**src/rtl/button_event_scheduler.sv**
```systemverilog
`default_nettype none
// -----------------------------------------------------------------------------
// button_event_scheduler : debounces active-low buttons, arbitrates their events
// round-robin into a valid/ready FIFO. Define BTN_LONG_PRESS_EN for long events.
// Revision: 1.0
// -----------------------------------------------------------------------------
module button_event_scheduler #(
  parameter int N_BTN       = 3,
  parameter int DEB_CYCLES  = 16,
  parameter int HOLD_CYCLES = 255,
  parameter int FIFO_DEPTH  = 4,
  localparam int IW = $clog2(N_BTN)
) (
  input  logic             clk,
  input  logic             rst_n,
  input  logic [N_BTN-1:0] b_in,
  output logic             ev_valid,
  input  logic             ev_ready,
  output logic [IW-1:0]    ev_btn,
  output logic             ev_long,
  output logic [N_BTN-1:0] b_hold,
  output logic             ev_drop
);

`ifdef BTN_LONG_PRESS_EN
  localparam int RPB = 2;
`else
  localparam int RPB = 1;
`endif
  localparam int NREQ = N_BTN * RPB;
  localparam int EW   = IW + RPB - 1;
  localparam int DW   = $clog2(DEB_CYCLES);
  localparam int AW   = $clog2(FIFO_DEPTH);
  localparam int CW   = AW + 1;
  localparam logic [DW-1:0] DEB_LAST = DW'(DEB_CYCLES - 1);

  typedef enum logic [1:0] {
    ST_IDLE      = 2'd0,
    ST_PRESS_CHK = 2'd1,
    ST_PRESSED   = 2'd2,
    ST_REL_CHK   = 2'd3
  } btn_state_e;

  if (N_BTN < 2 || DEB_CYCLES < 2 || HOLD_CYCLES <= DEB_CYCLES || FIFO_DEPTH < 2 ||
      (FIFO_DEPTH & (FIFO_DEPTH - 1)) != 0) begin : g_param_check
    $error("button_event_scheduler: invalid parameter set");
  end

  // Synchronisers reset to the released level so reset never looks like a press.
  logic [N_BTN-1:0] sync1_q, sync2_q;
  always_ff @(posedge clk or negedge rst_n) begin
    if (!rst_n) begin
      sync1_q <= '1;
      sync2_q <= '1;
    end else begin
      sync1_q <= b_in;
      sync2_q <= sync1_q;
    end
  end

  logic [NREQ-1:0] req_set;

  for (genvar i = 0; i < N_BTN; i++) begin : g_btn
    btn_state_e    state_q;
    logic [DW-1:0] deb_q;
    logic          s;
    logic          press_set;

    assign s = sync2_q[i];

    always_ff @(posedge clk or negedge rst_n) begin
      if (!rst_n) begin
        state_q <= ST_IDLE;
        deb_q   <= '0;
      end else begin
        case (state_q)
          ST_IDLE: if (!s) begin
            state_q <= ST_PRESS_CHK;
            deb_q   <= '0;
          end
          ST_PRESS_CHK: begin
            if (s)                      state_q <= ST_IDLE;
            else if (deb_q == DEB_LAST) state_q <= ST_PRESSED;
            else                        deb_q   <= deb_q + DW'(1);
          end
          ST_PRESSED: if (s) begin
            state_q <= ST_REL_CHK;
            deb_q   <= '0;
          end
          ST_REL_CHK: begin
            if (!s)                     state_q <= ST_PRESSED;
            else if (deb_q == DEB_LAST) state_q <= ST_IDLE;
            else                        deb_q   <= deb_q + DW'(1);
          end
          default: state_q <= ST_IDLE;
        endcase
      end
    end

    assign press_set = (state_q == ST_PRESS_CHK) && !s && (deb_q == DEB_LAST);
    assign b_hold[i] = (state_q == ST_PRESSED) || (state_q == ST_REL_CHK);

`ifdef BTN_LONG_PRESS_EN
    localparam int HW = $clog2(HOLD_CYCLES + 1);
    logic [HW-1:0] hold_cnt_q;
    logic          long_set;

    // Saturating counter: the step onto HOLD_CYCLES happens once per press.
    assign long_set = b_hold[i] && (hold_cnt_q == HW'(HOLD_CYCLES - 1));

    always_ff @(posedge clk or negedge rst_n) begin
      if (!rst_n)
        hold_cnt_q <= '0;
      else if (press_set)
        hold_cnt_q <= '0;
      else if (b_hold[i] && hold_cnt_q != HW'(HOLD_CYCLES))
        hold_cnt_q <= hold_cnt_q + HW'(1);
    end

    assign req_set[2*i]   = press_set;
    assign req_set[2*i+1] = long_set;
`else
    assign req_set[i] = press_set;
`endif
  end

  logic [NREQ-1:0] pend_q, pend_d, grant;
  logic            grant_any;
  logic [IW-1:0]   grant_btn;
  logic [IW-1:0]   rr_q;
  logic            drop_d, ev_drop_q;
  logic [CW-1:0]   cnt_q;
  logic [AW-1:0]   wr_q, rd_q;
  logic [EW-1:0]   mem_q [FIFO_DEPTH];
  logic [EW-1:0]   wr_data, head;
  logic            fifo_full, pop, can_push;

  assign fifo_full = (cnt_q == CW'(FIFO_DEPTH));
  assign ev_valid  = (cnt_q != '0);
  assign pop       = ev_valid && ev_ready;
  assign can_push  = !fifo_full || pop;

  // Request bits are laid out button-major, so rotating from rr_q*RPB gives
  // button round-robin with press ahead of long inside each button.
`ifdef BTN_LONG_PRESS_EN
  logic grant_long;
`endif
  always_comb begin
    int j;
    grant     = '0;
    grant_any = 1'b0;
    grant_btn = '0;
`ifdef BTN_LONG_PRESS_EN
    grant_long = 1'b0;
`endif
    j = 0;
    if (can_push) begin
      for (int k = 0; k < NREQ; k++) begin
        j = (int'(rr_q) * RPB + k) % NREQ;
        if (!grant_any && pend_q[j]) begin
          grant_any = 1'b1;
          grant[j]  = 1'b1;
          grant_btn = IW'(j / RPB);
`ifdef BTN_LONG_PRESS_EN
          grant_long = (j % RPB) == 1;
`endif
        end
      end
    end
  end

`ifdef BTN_LONG_PRESS_EN
  assign wr_data = {grant_btn, grant_long};
`else
  assign wr_data = grant_btn;
`endif

  assign pend_d = (pend_q & ~grant) | req_set;
  assign drop_d = |(req_set & pend_q & ~grant);

  always_ff @(posedge clk or negedge rst_n) begin
    if (!rst_n) begin
      pend_q    <= '0;
      rr_q      <= '0;
      ev_drop_q <= 1'b0;
      cnt_q     <= '0;
      wr_q      <= '0;
      rd_q      <= '0;
      for (int k = 0; k < FIFO_DEPTH; k++) mem_q[k] <= '0;
    end else begin
      pend_q    <= pend_d;
      ev_drop_q <= drop_d;
      if (grant_any) begin
        mem_q[wr_q] <= wr_data;
        wr_q        <= wr_q + AW'(1);
        rr_q        <= (grant_btn == IW'(N_BTN - 1)) ? '0 : grant_btn + IW'(1);
      end
      if (pop) rd_q <= rd_q + AW'(1);
      case ({grant_any, pop})
        2'b10:   cnt_q <= cnt_q + CW'(1);
        2'b01:   cnt_q <= cnt_q - CW'(1);
        default: cnt_q <= cnt_q;
      endcase
    end
  end

  assign head    = mem_q[rd_q];
  assign ev_drop = ev_drop_q;
`ifdef BTN_LONG_PRESS_EN
  assign ev_btn  = ev_valid ? head[EW-1:1] : '0;
  assign ev_long = ev_valid & head[0];
`else
  assign ev_btn  = ev_valid ? head : '0;
  assign ev_long = 1'b0;
`endif

endmodule
`default_nettype wire
```
**config.mk**
```make
export PLATFORM = sky130hd
export DESIGN_NAME = button_event_scheduler
export DESIGN_NICKNAME = d
export VERILOG_FILES = /design/src/rtl/button_event_scheduler.sv
export SDC_FILE = /design/constraint.sdc
export NUM_CORES = 1
export LEC_CHECK = 0
export BUFFER_PORTS_ARGS = -buffer_cell sky130_fd_sc_hd__buf_2
export CORE_UTILIZATION = 30
export CTS_BUF_LIST = sky130_fd_sc_hd__clkbuf_8 sky130_fd_sc_hd__clkbuf_16
export DETAILED_ROUTE_END_ITERATION = 10
export PLACE_DENSITY_LB_ADDON = 0.08
export SYNTH_ARGS = -nofsm -noshare
export SYNTH_HDL_FRONTEND = slang
export SYNTH_SLANG_ARGS = --single-unit
```
**constraint.sdc**
```tcl
create_clock -name clk -period 4.3 [get_ports clk]
set_clock_uncertainty 0.05 [all_clocks]
set_input_delay 0.43 -clock clk [delete_from_list [all_inputs] [get_ports clk]]
set_output_delay 0.43 -clock clk [all_outputs]
set_load 0.005 [all_outputs]
```
==> flow_summary.ini, run 1 <==
[run_status]
status = complete, no violations

[worst_hold_path]
worstHoldPathType = in2reg
whs_path_depth = 1
hp-start = b_in[0]
holdPathEnd = sync1_q[0]

[setup_path]
reg2reg_slack_ns = 1.29
r2r-end = cnt_q[2]
cp_cell_sequence = inv_1 -> ha_1 -> mux2_2 -> nor2_1 -> nor2_1 -> o31a_2 -> inv_1 -> ha_1 -> inv_1 -> fa_1 -> xor2_1 -> nor2_1 -> xor2_1
crit_type = reg2reg
cp_top_family = adder cells
arrival_ns = 3.19
crit_path_start_kind = flip-flop
r2r_start = rr_q[0]
cp_slowest_cell = dfrtp_1
path_buf_inv = 3
critical_path_required_ns = 4.48
ff2ff_path_depth = 13
cp_max_fo = 8
end_kind = flip-flop
slowest_delay_ns = 0.42

[power_and_ir_drop]
clockPowerShare = 0.312
power_frac_comb = 0.191
power.switching_mw = 0.3009
leakage_nw = 1.194
seq_power_share = 0.497
p_sw_frac = 0.2819
power_density_nw_per_um2 = 410.9
peakVddDrop_mv = 0.1472
internal-power_mw = 0.7664

[place]
place_congestion = 0.8004
io_buffers = 12
hpwl_mm = 2.977

[die]
num_rows = 31
die_y_um = 90.03
coreArea_um2 = 7370
io_pins = 14
dieArea_um2 = 8105
start_util = 0.3154
die_x_um = 90.03

[clocking]
clkLatencyLatePin_ns = 0.30
clkSlewWorstSetupHoldPaths_ns = 0.09
postCtsHoldBufs = 0
clock_sinks = 45
cts_tree = done
clockBufferDepth = 2
cts_buffers = 5
root_buffer = clkbuf_8
htreeDepth = 2
cts_setup_buffers = 0
cts-resized-gates = 0

[synth]
ys_ff_latch = 45
synth_nets = 237
yosysTopAreaCell = dfrtp_1
synth.yosys.warnings = 0
synth_area_leaders = dfrtp_1 (42%), dfstp_2 (6.8%), ha_1 (6.5%)
syn_inst = 218
syn_area_per_cell_um2 = 10.66
netlist_area_um2 = 2325
yosysSeqAreaShare = 0.4876
synth_top_area_frac = 0.4198
synth_cell_types = 45

[detailed_routing]
drt_pass1_iterations = 4
route.detailed.drc = 0
drtAntennaViolNets = 0
wl_per_cell_um = 12.78
viasPerCell = 4.677
vias = 1548
initialDrtViolationCount = 55
wirelength_mm = 4.231

[timing]
fin_crit_ns = 3.013
finalSetupTns_ns = 0
finalCritPeriodShare = 0.7008
rsz0062_at_grt = false
setup_violations = 0
tightest_slew_ns = 1.032
maxSlewHeadroom = 0.3121
slew_viol_final = 0
fmax_ghz = 0.3319
finalHoldViolCount = 0

[final_layout]
nets = 250
fin_util = 0.3525
fillCellCount = 770
multi_input_area_um2 = 1115
seq_area_um2 = 1134
drive_above_1_share = 0.1853
syn_to_final_growth_pct = 11.73
antenna_cells = 0

[grt]
grt_max_degree = 46
use_met1 = 0.1556
grt_pass1_vias = 1432
antenna_found_initial = 0
gr-usage-met3 = 0.03046
grtUsageTotal = 0.1125
grt_overflow = 0
grt_pass1_wl_mm = 7.169
use_met2 = 0.1628
globalRoute.busiestLayer = met2

[flow_run]
max-cap-violations = 0
-- power by group through the flow --
stage / Sequential, mW / Combinational (mW) / Clock, mW
2_1_floorplan: 0.525 / 0.159 / 0
3_3_place_gp: 0.539 / 0.204 / 0
3_5_place_dp: 0.539 / 0.206 / 0
4_1_cts: 0.531 / 0.207 / 0.347
5_1_grt: 0.540 / 0.230 / 0.363
6_report: 0.531 / 0.204 / 0.333
-- flip-flops by register name, indices dropped and copies added, names as in the netlist, named ones only --
| name | flops |
|---|---|
| wr_q | 2 |
| g_btn.state_q | 3 |
| mem_q | 8 |
| sync2_q | 3 |
| sync1_q | 3 |
| rr_q | 2 |
| cnt_q | 3 |
| ev_drop | 1 |
| rd_q | 2 |
| g_btn.deb_q | 12 |
| pend_q | 3 |
-- layout by cell type, fill, tap and decap left out, types with 5 or more instances in the layout --
cell,instances
xnor2_1,6
nand4_1,5
mux2i_1,5
mux2_2,11
nand2b_1,6
buf_2,12
dfrtp_1,39
clkbuf_8,6
dfstp_2,6
a21oi_1,8
nand2_1,29
xor2_1,5
inv_1,14
ha_1,12
nor2_1,11
o21ai_0,16
-- worst max path at each step --
stage | start | end | cells past startpoint
after floorplan | rr_q[0] | cnt_q[2] | 14
after global placement | rr_q[0] | cnt_q[2] | 13
after detailed placement | rr_q[0] | cnt_q[2] | 13
after CTS | rr_q[0] | cnt_q[2] | 13
after global routing | rr_q[0] | cnt_q[2] | 13
final | rr_q[0] | cnt_q[2] | 13
-- synthesized netlist by cell type (all sizes together) --
| cell | number |
|---|---|
| nor4b | 1 |
| buf | 2 |
| a211o | 1 |
| inv | 13 |
| a21o | 2 |
| nand4 | 5 |
| mux4 | 2 |
| o21bai | 1 |
| dfrtp | 39 |
| o41ai | 1 |
| ha | 12 |
| a21oi | 8 |
| mux2 | 11 |
| o31a | 1 |
| nand2b | 6 |
| or3b | 1 |
| conb | 1 |
| and3 | 1 |
| mux2i | 6 |
| o21a | 2 |
| o32a | 1 |
| or4 | 1 |
| nor2 | 11 |
| nand3 | 3 |
| a31oi | 1 |
| dfstp | 6 |
| o22a | 1 |
| xnor2 | 6 |
| o31ai | 2 |
| clkbuf | 4 |
| xor2 | 5 |
| o21ai | 16 |
| a22o | 4 |
| or3 | 1 |
| nor3 | 3 |
| nand3b | 1 |
| and2 | 3 |
| nor2b | 1 |
| a21boi | 1 |
| or4b | 1 |
| nand2 | 29 |
| fa | 1 |
-- metrics by stage --
stage,std cells,power (mW),area [µm²],setup WS [ns],hold WS [ns]
after floorplan,218,0.6834,2325,1.428,0.08441
after global placement,323,0.7436,2481,1.362,0.2961
after detailed placement,323,0.7447,2481,1.312,0.2978
after CTS,331,1.085,2597,1.286,0.1597
after global routing,331,1.133,2597,1.119,0.1555
final,331,1.067,2597,1.287,0.1725
-- layout make-up --
type | instances | area share
clock buffers | 6 | 0.03179
clock inverters | 2 | 0.01301
inverters | 13 | 0.01879
multi-input cells | 154 | 0.4292
flip-flops and latches | 45 | 0.4364
well taps | 99 | 0.04769
repair buffers | 12 | 0.02312
-- kinds of logic after synthesis --
group                      synth area share
DFF                                  0.4876
and+or+nand+nor                      0.1437
buffers and inverters               0.03283
adders and majority gates           0.07320
other                              0.001613
muxes                                0.1039
xor gates and xnor gates            0.04144
AOI/OAI and AO/OA                    0.1157
-- layer usage --
metal / share of wire / routed length (µm) / vias to the layer above
met5: 0 / 0 / -
met4: 0.017 / 72 / 0
met3: 0.026 / 111 / 6
met2: 0.45 / 1895 / 13
met1: 0.51 / 2152 / 752
li1: - / - / 777
-- worst reg2reg max path, delay by kind of cell, from the launching register on --
| kind | cells | cell delay [ns] |
|---|---|---|
| xor gates and xnor gates | 2 | 0.30 |
| and+or+nand+nor | 3 | 0.30 |
| muxes | 1 | 0.40 |
| DFF | 1 | 0.42 |
| adders and majority gates | 3 | 0.84 |
| AOI/OAI and AO/OA | 1 | 0.35 |
| buffers and inverters | 3 | 0.29 |
Note: power is estimated with default switching activity, not from simulation.
==> run 2: changes to the inputs <==
ABC_AREA = 1   (was default)
clock period = 2.9 ns   (was 4.3 ns; I/O delays follow)
==> flow_summary.ini, run 2 <==
[clocking]
cts_setup_buffers = 0
htreeDepth = 2
postCtsHoldBufs = 0
cts_tree = done
cts-resized-gates = 0
clock_sinks = 45
root_buffer = clkbuf_8
clkLatencyLatePin_ns = 0.29
cts_buffers = 5
clkSlewWorstSetupHoldPaths_ns = 0.08
clockBufferDepth = 2

[detailed_routing]
route.detailed.drc = 0
wirelength_mm = 4.545
drt_pass1_iterations = 4
viasPerCell = 4.435
vias = 1814
drtAntennaViolNets = 0
wl_per_cell_um = 11.11
initialDrtViolationCount = 77

[synth]
synth.area.mux_share = 0
synthArstFlopShare = 1.000
synth_top_area_frac = 0.4025
synth_flop_cell = dfrtp_1
netlist_area_um2 = 2425
syn_area_per_cell_um2 = 8.333
netlist_top_cells_count = nand2_1 (62), inv_1 (44), dfrtp_1 (39), nand3_1 (25), o21ai_0 (19)
synth_nets = 310
synth.yosys.warnings = 0
syn_inst = 291
synth_edf_count = 0
synth_adder_area_share = 0.07018
yosysMostFrequentCell = nand2_1
yosysSeqAreaShare = 0.4675
synth_top_family_by_area = simple AND/OR/NAND/NOR gates
synth_xor_area_frac = 0.03199
yosys.area_share.simple = 0.2332
synth_compound_area_frac = 0.1053
synth_area_leaders = dfrtp_1 (40%), nand2_1 (9.6%), inv_1 (6.8%)
yosysTopAreaCell = dfrtp_1
synth_cell_types = 34
ys_ff_latch = 45

[place]
dpl_cell_area_um2 = 2592
place_congestion = 0.7701
io_buffers = 12
hpwl_mm = 3.352

[timing]
finalCritPeriodShare = 0.9020
finalSetupTns_ns = 0
tightest_slew_ns = 0.9774
maxSlewHeadroom = 0.3484
rsz0062_at_grt = false
finalHoldViolCount = 0
fmax_ghz = 0.3823
fin_crit_ns = 2.616
slew_viol_final = 0
setup_violations = 0

[setup_path]
crit_type = reg2reg
r2r_start = rr_q[0]
slowest_delay_ns = 0.44
critical_path_required_ns = 3.03
crit_path_start_kind = flip-flop
cp_max_fo = 9
arrival_ns = 2.74
cp_slowest_cell = ha_1
cp_cell_sequence = inv_1 -> ha_1 -> inv_2 -> nand2_1 -> nand3_1 -> nand2_1 -> nand2_2 -> inv_2 -> nand2_4 -> nand2_4 -> ha_1 -> inv_1 -> fa_1 -> a21oi_1 -> o21ai_0 -> xor2_1
critPathLaunch = rr_q[0]
end_kind = flip-flop

[final_layout]
biggestRegsByFlops = g_btn.deb_q x12, mem_q x8
final_cell_mix = nand2_1 (62), inv_1 (47), dfrtp_1 (39), nand3_1 (25), o21ai_0 (19)
nets = 325
fillCellCount = 828
layout_commonest_cell = nand2_1
antenna_cells = 0
fin_util = 0.3441
largest_reg_flops = 12
syn_to_final_growth_pct = 10.22
postLayoutCellArea_um2 = 2673
drive_above_1_share = 0.1401
regMostFlops = g_btn.deb_q

[power_and_ir_drop]
peakVddDrop_mv = 0.3926
design_power_total_mw = 2.487
power_density_nw_per_um2 = 930.4
leakage_nw = 1.346

[grt]
grt_pass1_vias = 1830
grt_max_degree = 44
antenna_found_initial = 0
grtUsageTotal = 0.1235
grt_overflow = 0
grt_pass1_wl_mm = 8.259

[run_status]
status = complete, no violations

[die]
dieArea_um2 = 8447
start_util = 0.3122
coreArea_um2 = 7767
die_y_um = 91.91
num_rows = 32
io_pins = 14
die_x_um = 91.91

[worst_hold_path]
hp-start = b_in[0]
worstHoldPathType = in2reg

[flow_run]
max-cap-violations = 0
==> run 2: cell count changes after synthesis, sizes merged, moves of 3 or more <==
cell / delta
mux2: -11
nand4: -3
nor2: +7
inv: +36
nand2: +38
a21oi: +5
xnor2: -4
mux2i: -6
a22o: -4
o21ai: +15
nand3: +23
and2: -3
nand2b: -6
==> run 2: path summary, 6_finish.rpt <==
| kind | slack (ns) | endpoint | cells after the start |
|---|---|---|---|
| setup / recovery | 0.28 | cnt_q[2] | 16 |
| hold / removal | 0.04 | sync1_q[0] | 1 |
| setup reg to reg | 0.28 | cnt_q[2] | 16 |
| hold reg to reg | 0.31 | sync2_q[1] | 0 |
| max in group asynchronous | 1.99 | sync2_q[1] | 2 |
| min in group asynchronous | 0.10 | g_btn[1].deb_q[3] | 1 |
==> run 2: worst max-delay path: cells and delay by family, from the launching register on <==
family,cells,cell delay (ns)
buffers and inverters,4,0.30
xor gates and xnor gates,1,0.15
DFF,1,0.41
adders and majority gates,3,0.95
and+or+nand+nor,6,0.39
AOI/OAI and AO/OA,2,0.25
==> run 2: area by class of cell <==
| class | instances | area (µm²) | share of cell area |
|---|---|---|---|
| sequential | 45 | 1134 | 0.4242 |
| clock inverter | 3 | 11.26 | 0.004213 |
| inverter | 49 | 183.9 | 0.06882 |
| clock buffer | 5 | 68.82 | 0.02575 |
| multi-input combinational | 191 | 1072 | 0.4012 |
| tap | 102 | 127.6 | 0.04775 |
| timing repair buffer | 14 | 75.07 | 0.02809 |
==> run 2: logic make-up (layout without fill, tap and decap cells) <==
logic type               count (synthesis)  after routing
AO/OA/AOI/OAI                           47             47
buffers and inverters                   55             71
other                                    1              1
flip-flops                              45             45
AND/OR/NAND/NOR                        122            122
adder cells (fa/ha/maj)                 13             13
XOR/XNOR                                 8              8
==> run 2: per-stage QoR <==
stage                     worst slack (ns)  hold WS, ns  cells
final                               0.2842      0.03897    409
after global routing               0.02558      0.01911    409
after CTS                           0.2853      0.02490    409
after detailed placement            0.2995       0.2972    401
after global placement              0.3212       0.2957    401
after floorplan                     0.2906     -0.05559    291
==> run 2: where the power goes <==
part	leakage, nW	internal (mW)	switching, mW
clock	0.0519	0.161	0.212
combinational	0.727	0.434	0.786
sequential	0.568	0.780	0.113
==> run 2: per-layer routing <==
metal | track usage | wire (µm)
met1 | 0.1681 | 2351
met4 | 0.03516 | 48
met3 | 0.02322 | 153
met5 | 0 | 0
met2 | 0.1996 | 1991
